<file path="src/rtl/sonar_pkg.sv">
// sonar_pkg: shared widths and clock-derived defaults for the sonar conditioning path
package sonar_pkg;
  localparam int DIST_W = 8;
  localparam int CLK_HZ = 50_000_000;
  localparam int STALE_DEFAULT = CLK_HZ / 20;
endpackage

</file>
<file path="src/rtl/sonar_hyst.sv">
// sonar_hyst: hysteretic near flag, set below threshold, cleared at threshold plus hysteresis
module sonar_hyst
  import sonar_pkg::*;
(
  input  logic              clk,
  input  logic              reset_n,
  input  logic [DIST_W-1:0] val,
  input  logic              stb,
  input  logic [DIST_W-1:0] near_thresh,
  input  logic [DIST_W-1:0] hyst,
  input  logic              clr,
  output logic              near
);
  // 9-bit clear level: above 255 the compare can never clear the flag
  logic [DIST_W:0] clr_lvl;
  assign clr_lvl = {1'b0, near_thresh} + {1'b0, hyst};
  always_ff @(posedge clk or negedge reset_n)
    if (!reset_n) near <= 1'b0;
    else if (clr) near <= 1'b0;
    else if (stb && val < near_thresh) near <= 1'b1;
    else if (stb && {1'b0, val} >= clr_lvl) near <= 1'b0;
endmodule

</file>
<file path="src/rtl/sonar_filter.sv">
// sonar_filter: moving-average echo filter with hysteretic near flag and stale-echo timeout
module sonar_filter
  import sonar_pkg::*;
#(
  parameter int WIN_LOG2     = 2,
  parameter int STALE_CYCLES = STALE_DEFAULT
) (
  input  logic              clk,
  input  logic              reset_n,
  input  logic              en,
  input  logic [DIST_W-1:0] din,
  input  logic              din_valid,
  input  logic [DIST_W-1:0] near_thresh,
  input  logic [DIST_W-1:0] hyst,
  output logic [DIST_W-1:0] avg_dist,
  output logic              avg_valid,
  output logic              near,
  output logic              stale
);
  localparam int N  = 1 << WIN_LOG2;
  localparam int SW = DIST_W + WIN_LOG2;
  localparam int CW = $clog2(STALE_CYCLES);
  logic [DIST_W-1:0] ring [N];
  logic [WIN_LOG2-1:0] ptr;
  logic [SW-1:0] sum;
  logic [CW-1:0] cnt;
  logic empty, pend, acc, timeout;
  logic [DIST_W-1:0] avg_next;
  assign acc      = en && din_valid;
  assign timeout  = en && !acc && cnt == CW'(STALE_CYCLES - 1);
  assign avg_next = DIST_W'(sum >> WIN_LOG2);
  // buffer contents are don't-care until primed, so they carry no reset
  always_ff @(posedge clk)
    if (acc && empty) for (int i = 0; i < N; i++) ring[i] <= din;
    else if (acc) ring[ptr] <= din;
  always_ff @(posedge clk or negedge reset_n)
    if (!reset_n) begin
      avg_dist  <= '0;
      avg_valid <= 1'b0;
      stale     <= 1'b0;
      empty     <= 1'b1;
      pend      <= 1'b0;
      ptr       <= '0;
      sum       <= '0;
      cnt       <= '0;
    end else if (!en) begin
      avg_valid <= 1'b0;
      stale     <= 1'b0;
      empty     <= 1'b1;
      pend      <= 1'b0;
      ptr       <= '0;
      cnt       <= '0;
    end else begin
      pend      <= acc;
      avg_valid <= pend;
      if (pend) avg_dist <= avg_next;
      if (acc) begin
        cnt   <= '0;
        stale <= 1'b0;
        empty <= 1'b0;
        if (empty) sum <= SW'(din) << WIN_LOG2;
        else begin
          sum <= sum - SW'(ring[ptr]) + SW'(din);
          ptr <= ptr + 1'b1;
        end
      end else if (timeout) begin
        stale <= 1'b1;
        empty <= 1'b1;
      end else cnt <= cnt + 1'b1;
    end
  // the timeout clear outranks a comparison landing on the same edge
  sonar_hyst u_hyst (
    .clk(clk),
    .reset_n(reset_n),
    .val(avg_next),
    .stb(en && pend),
    .near_thresh(near_thresh),
    .hyst(hyst),
    .clr(!en || timeout),
    .near(near)
  );
endmodule

</file>
<file path="config.mk">
export PLATFORM = sky130hd
export DESIGN_NAME = sonar_filter
export DESIGN_NICKNAME = d
export VERILOG_FILES = /design/src/rtl/sonar_pkg.sv /design/src/rtl/sonar_hyst.sv /design/src/rtl/sonar_filter.sv
export SDC_FILE = /design/constraint.sdc
export NUM_CORES = 1
export LEC_CHECK = 0
export CORE_MARGIN = 5
export CORE_UTILIZATION = 40
export DETAILED_ROUTE_END_ITERATION = 16
export GPL_TIMING_DRIVEN = 0
export PLACE_DENSITY = 0.57
export RECOVER_POWER = 100
export SETUP_SLACK_MARGIN = 0.3
export SLEW_MARGIN = 30
export SYNTH_ARGS = -nofsm -noshare
export SYNTH_HDL_FRONTEND = slang
export SYNTH_HIERARCHICAL = 1
export SYNTH_SLANG_ARGS = --single-unit
</file>
<file path="constraint.sdc">
create_clock -name clk -period 3.5 [get_ports clk]
set_input_delay 0.525 -clock clk [delete_from_list [all_inputs] [get_ports clk]]
set_output_delay 0.525 -clock clk [all_outputs]
set_load 0.1 [all_outputs]
</file>
# After elaboration in Yosys (flattened, before gate mapping)
# Memories as Yosys holds them, arrays and structs flattened.
# Cells that the tools add are included.
# Widths: inputs -> output; s select.
[classes]
addsub = 5
order_cmp = 2
reduce_logical = 15
n_eq_ne = 5
muxes = 24
[op_table]
columns = ["op", "count"]
rows = [
  ["$mux 22", 3],
  ["$add 22x1->22 const B", 1],
  ["$eq 22x22->1 const B", 1],
  ["$mux 1", 15],
  ["$add 10x8->10", 1],
  ["$mux 10", 1],
  ["$sub 10x8->10", 1],
  ["$add 8x8->9", 1],
  ["$ge 8x9->1", 1],
  ["$lt 8x8->1", 1],
  ["$mux 2", 4],
  ["$mux 8", 1],
  ["$reduce_or 8->1", 1],
  ["$logic_and 1x1->1", 7],
  ["$reduce_and 2->1", 3],
  ["$ne 3x1->1 const B", 1],
  ["$ne 3x3->1 const B", 1],
  ["$reduce_bool 3->1", 1],
  ["$add 2x1->2 const B", 1],
  ["$logic_not 1->1", 2],
  ["$ne 2x1->1 const B", 1],
  ["$ne 2x2->1 const B", 1],
  ["$logic_or 1x1->1", 1],
]
[totals]
mem_count = 1
wordCells = 61
ff_bits = 47
ram_bits = 32
out_inout_bits = 11
[memory_table]
columns = ["name", "depth", "width", "read_ports", "rd_clocked_by_memory_dff", "wr", "line_no", "text"]
rows = [
  ["ring", 4, 8, 1, 0, 4, "sonar_filter.sv:23", "logic [DIST_W-1:0] ring [N];"],
]

# Logic depth before layout (Yosys ltp)
[depth]
word_depth = 7
ltp_mapped = 13
mapped_depth_nobuf = 13

# Cells and area by module
# Netlist, hierarchy kept.
[modules_own_cells]
columns = ["module", "n_inst", "cells_per_inst", "area_each_um2"]
rows = [
  ["sonar_filter", 1, 354, 3960.0],
  ["sonar_hyst", 1, 85, 695.7],
]

# Worst setup path after synthesis
# OpenSTA, ideal clock, no wires.
[synth_timing]
path_kind = "flip-flop to flip-flop"
from = "reg ptr[1]"
to = "reg sum[8]"
required_time_ns = 3.366
path_slack_ns = 0.340
stages_incl_launch_ff = 11
setup_time_ns = 0.134
path_buffers = 1
arrival_time_ns = 3.027
synth_period_minus_slack_ns = 3.160
path_cell_list = "dfrtp_1 > buf_1 > mux4_2 > fa_1 > inv_1 > fa_1 > a211oi_1 > nor2_1 > o41ai_1 > mux2i_1 > o211ai_1"
[synth_via]
elab_chain_len = 4
[synth_rtl]
columns = ["item", "line_no", "text"]
rows = [
  ["start, declared", "sonar_filter.sv:24", "logic [WIN_LOG2-1:0] ptr;"],
  ["start signal, assigned", "sonar_filter.sv:64", "ptr <= ptr + 1'b1;"],
  ["$mem_v2 4x8", "-", ""],
  ["$sub 10x8->10", "sonar_filter.sv:63", "sum <= sum - SW'(ring[ptr]) + SW'(din);"],
  ["$add 10x8->10", "sonar_filter.sv:63", ""],
  ["$mux 10", "sonar_filter.sv:61", "if (empty) sum <= SW'(din) << WIN_LOG2;"],
  ["end signal, assigned", "sonar_filter.sv:61", ""],
  ["end signal, assigned", "sonar_filter.sv:63", ""],
  ["end, declared", "sonar_filter.sv:25", "logic [SW-1:0] sum;"],
]
# Every way passes these cells.
# A chain may end at the register's enable or synchronous reset.

# Worst setup path after layout
[layout_timing]
from = "reg ptr[0]"
to = "reg sum[8]"
# Same word-level chain as after synthesis.

==> impl_metrics.tcl <==
set metrics [dict create \
    setup.worst_path.class "reg -> reg" \
    num_rows 39 \
    pin_count 39 \
    intPower_mw 2.080 \
    utilization_pct 49.25 \
    total_power_mw 3.303 \
    avgViaCountPerCell 5.227 \
    fin_area_um2 5624 \
    combinationalPowerShare_pct 38.1 \
    grtUsageTotal_pct 15.07 \
    cts_tree "yes" \
    start_kind "register" \
    drive_above_1_share_pct 9.619 \
    ctsRootBufferMaster "clkbuf_16" \
    core_area_um2 11420 \
    setup_tns_ns 0 \
    antenna_left 0 \
    fin_cells 642 \
    die_x_um 117.9 \
    cp_common_cell "fa_1" \
    min_period_over_period_pct 91.53 \
    worstMarginPinSlew_ns 0.9768 \
    synth_ff_type "dfrtp_1" \
    synth_edf_count 32 \
    die_h_um 117.9 \
    hold_viol 0 \
    grt_pass1_vias 3388 \
    slew_viol_final 0 \
    cap_violations 0 \
    powerDensity_nw_per_um2 587.2 \
    cp-end-kind "register" \
    power_switching_mw 1.223 \
    seqPwrFrac_pct 33.8 \
    post-place-cells 620 \
    ys_ff_latch 79 \
    swShare_pct 37.03 \
    dp_hpwl_um 7262 \
    wl_per_cell_um 15.37 \
    drt_iter0_drc 218 \
    ys_types 59 \
    vdd_drop_max_v 0.0004904 \
    holdWs_ns 0.1964 \
    max_freq_ghz 0.3122 \
    ys_warn_count 6 \
    cpPeakStageDelay_ns 0.57 \
    ys_seq_area_share_pct 45.93 \
    crit_required_ns 3.71 \
    status "finished clean" \
    path_cells "mux4_2, fa_1, inv_1, fa_1, a211oi_4, nor2_2, o41ai_4, mux2i_1, o211ai_1" \
    drc 0 \
    n_antenna_cell 0 \
    period_needed_ns 3.203 \
    setup_ws_ns 0.2966 \
    dieArea_um2 13900 \
    gp_congestion 0.7887 \
    postSynthCellCount 439 \
    p_clk_share_pct 28.0 \
    antenna_found_initial 0 \
    crit_fanout 3 \
    cts_buffer_depth 2 \
    crit_arrival_ns 3.42 \
    holdBufCountCts 0 \
    initial_core_util_pct 40.77 \
    worst_path_max_delay_cell "mux4_2" \
    path_clk_slew_ns 0.06 \
    synth.net_count 510 \
    r2r_setup_slack_ns 0.30 \
    drt_wl_total_um 9866 \
    avgSynthCellArea_um2 10.61 \
    drt_first_pass_iters 4 \
    placed_cell_area_um2 5213 \
    vias 3356 \
    area_delta_synth_final_pct 20.80 \
    port_buffers 38 \
    grt_pass1_wl_um 16670 \
    htree_num_levels 3 \
    cts_made_buffers 9 \
    leakagePower_nw 2.337 \
    synthesis.area_um2 4656 \
    pre_cts_ws_ns -0.1388 \
    async_reset_ff_share_pct 59.49 \
    holdCritPathClass "in -> async" \
    finalClockSkew_ns 0.009841 \
    grt_max_degree 48 \
    clock_insertion_delay_worst_skew_ns 0.34 \
    relSlewSlack_pct 34.67 \
    final_nets 565 \
    numClockSinks 79 \
    rsz0062_at_grt "false" \
    gr-total-overflow 0 \
    setup_viol 0 \
]
[power groups by stage]
stage | registers (mW) | logic, mW | clock network, mW
final | 1.12 | 1.26 | 0.925
after global routing | 1.13 | 1.38 | 1.00
after CTS | 1.12 | 1.17 | 0.961
after detailed placement | 1.14 | 1.13 | 0
after global placement | 1.14 | 1.12 | 0
after floorplan | 1.37 | 0.612 | 0
[layout by cell type (no fill, tap or decap), types with 6 or more instances in the layout]
master	instances
inv_1	51
dfrtp_1	46
nor2_1	34
ha_1	32
edfxtp_1	32
a21oi_1	24
nand2_1	23
o21ai_0	22
dlygate4sd3_1	21
xnor2_1	17
clkdlybuf4s50_1	16
nor3_1	13
clkbuf_1	12
nand3_1	12
fa_1	9
clkbuf_16	9
mux4_2	8
nand4_1	6
xor2_1	6
or3_1	6
a211oi_1	6
buf_4	6
[state kept, by name, indices dropped and copies added (netlist names), 2 cells and up]
signal    flops
avg_dist      8
sum          10
cnt          22
ptr           2
ring         32
[path summary, 6_finish.rpt]
path	end	from	depth (start not counted)
max	sum[8]	ptr[0]	9
min	u_hyst/near	reset_n	1
max reg2reg	sum[8]	ptr[0]	9
min reg2reg	avg_dist[5]	avg_dist[5]	2
max in group asynchronous	sum[2]	reset_n	1
min in group clk	avg_dist[5]	avg_dist[5]	2
[critical path: cells and delay by family (launching register included)]
family                     cells  cell delay (ns)
AOI/OAI and AO/OA              3             0.68
adders and majority gates      2             0.98
buffers and inverters          1             0.07
DFF                            1             0.46
muxes                          2             0.79
and+or+nand+nor                1             0.10
[cell usage after synthesis, drive strengths merged, types with 2 or more instances]
cell,number,area (um^2)
nand4,6,43.79
nor4,5,46.29
a31o,2,17.52
nand3,12,60.06
nor2b,3,26.27
nand3b,4,30.03
xnor2,17,148.9
nand2b,4,25.02
and2,3,18.77
o21ai,28,140.1
or3,6,37.54
o211ai,4,30.03
and3,4,25.02
edfxtp,32,960.9
inv,52,195.2
nor3b,4,30.03
o21a,2,15.01
a211oi,8,60.06
buf,3,20.01
a21boi,3,22.52
a21oi,24,120.1
fa,9,180.2
nor3,13,65.06
mux2i,5,50.05
mux4,8,180.2
ha,34,425.4
a21o,6,46.30
nand2,23,86.33
dfrtp,46,1151
clkbuf,10,37.54
xor2,6,52.55
nor2,35,131.4
[per-layer routing]
| layer | vias to the layer above | part of all wire [%] | track usage [%] |
|---|---|---|---|
| li1 | 1675 | - | - |
| met1 | 1610 | 49 | 20.10 |
| met2 | 61 | 46 | 23.20 |
| met3 | 10 | 3.9 | 4.517 |
| met4 | 0 | 1.4 | 5.520 |
| met5 | - | 0 | 0 |
[final cells by class]
| cell class | count | area [um^2] |
|---|---|---|
| tap | 143 | 178.9 |
| fill | 1071 | 5794 |
| clock buffer | 9 | 225.2 |
| sequential | 79 | 2138 |
| clock inverter | 7 | 71.32 |
| inverter | 52 | 195.2 |
| buffer | 13 | 72.57 |
| multi-input combinational | 295 | 2323 |
| timing repair buffer | 44 | 419.2 |
[logic make-up (layout without fill, tap and decap cells)]
kind of cell | after synthesis | in the layout | share of synthesized area, %
fa+ha+maj | 43 | 43 | 13.01
mux | 14 | 14 | 5.187
compound gates | 85 | 85 | 11.15
xor+xnor | 23 | 23 | 4.327
buf+inv | 65 | 125 | 5.428
flops | 79 | 79 | 45.93
simple gates | 130 | 130 | 14.97
[repair_timing]
item,4_1_cts,5_1_grt
pin swaps,0,4
endpoints found under the setup margin,6,5
resized for setup,9,15
buffers inserted,0,6
No activity file was read; power rests on OpenSTA's default activity.
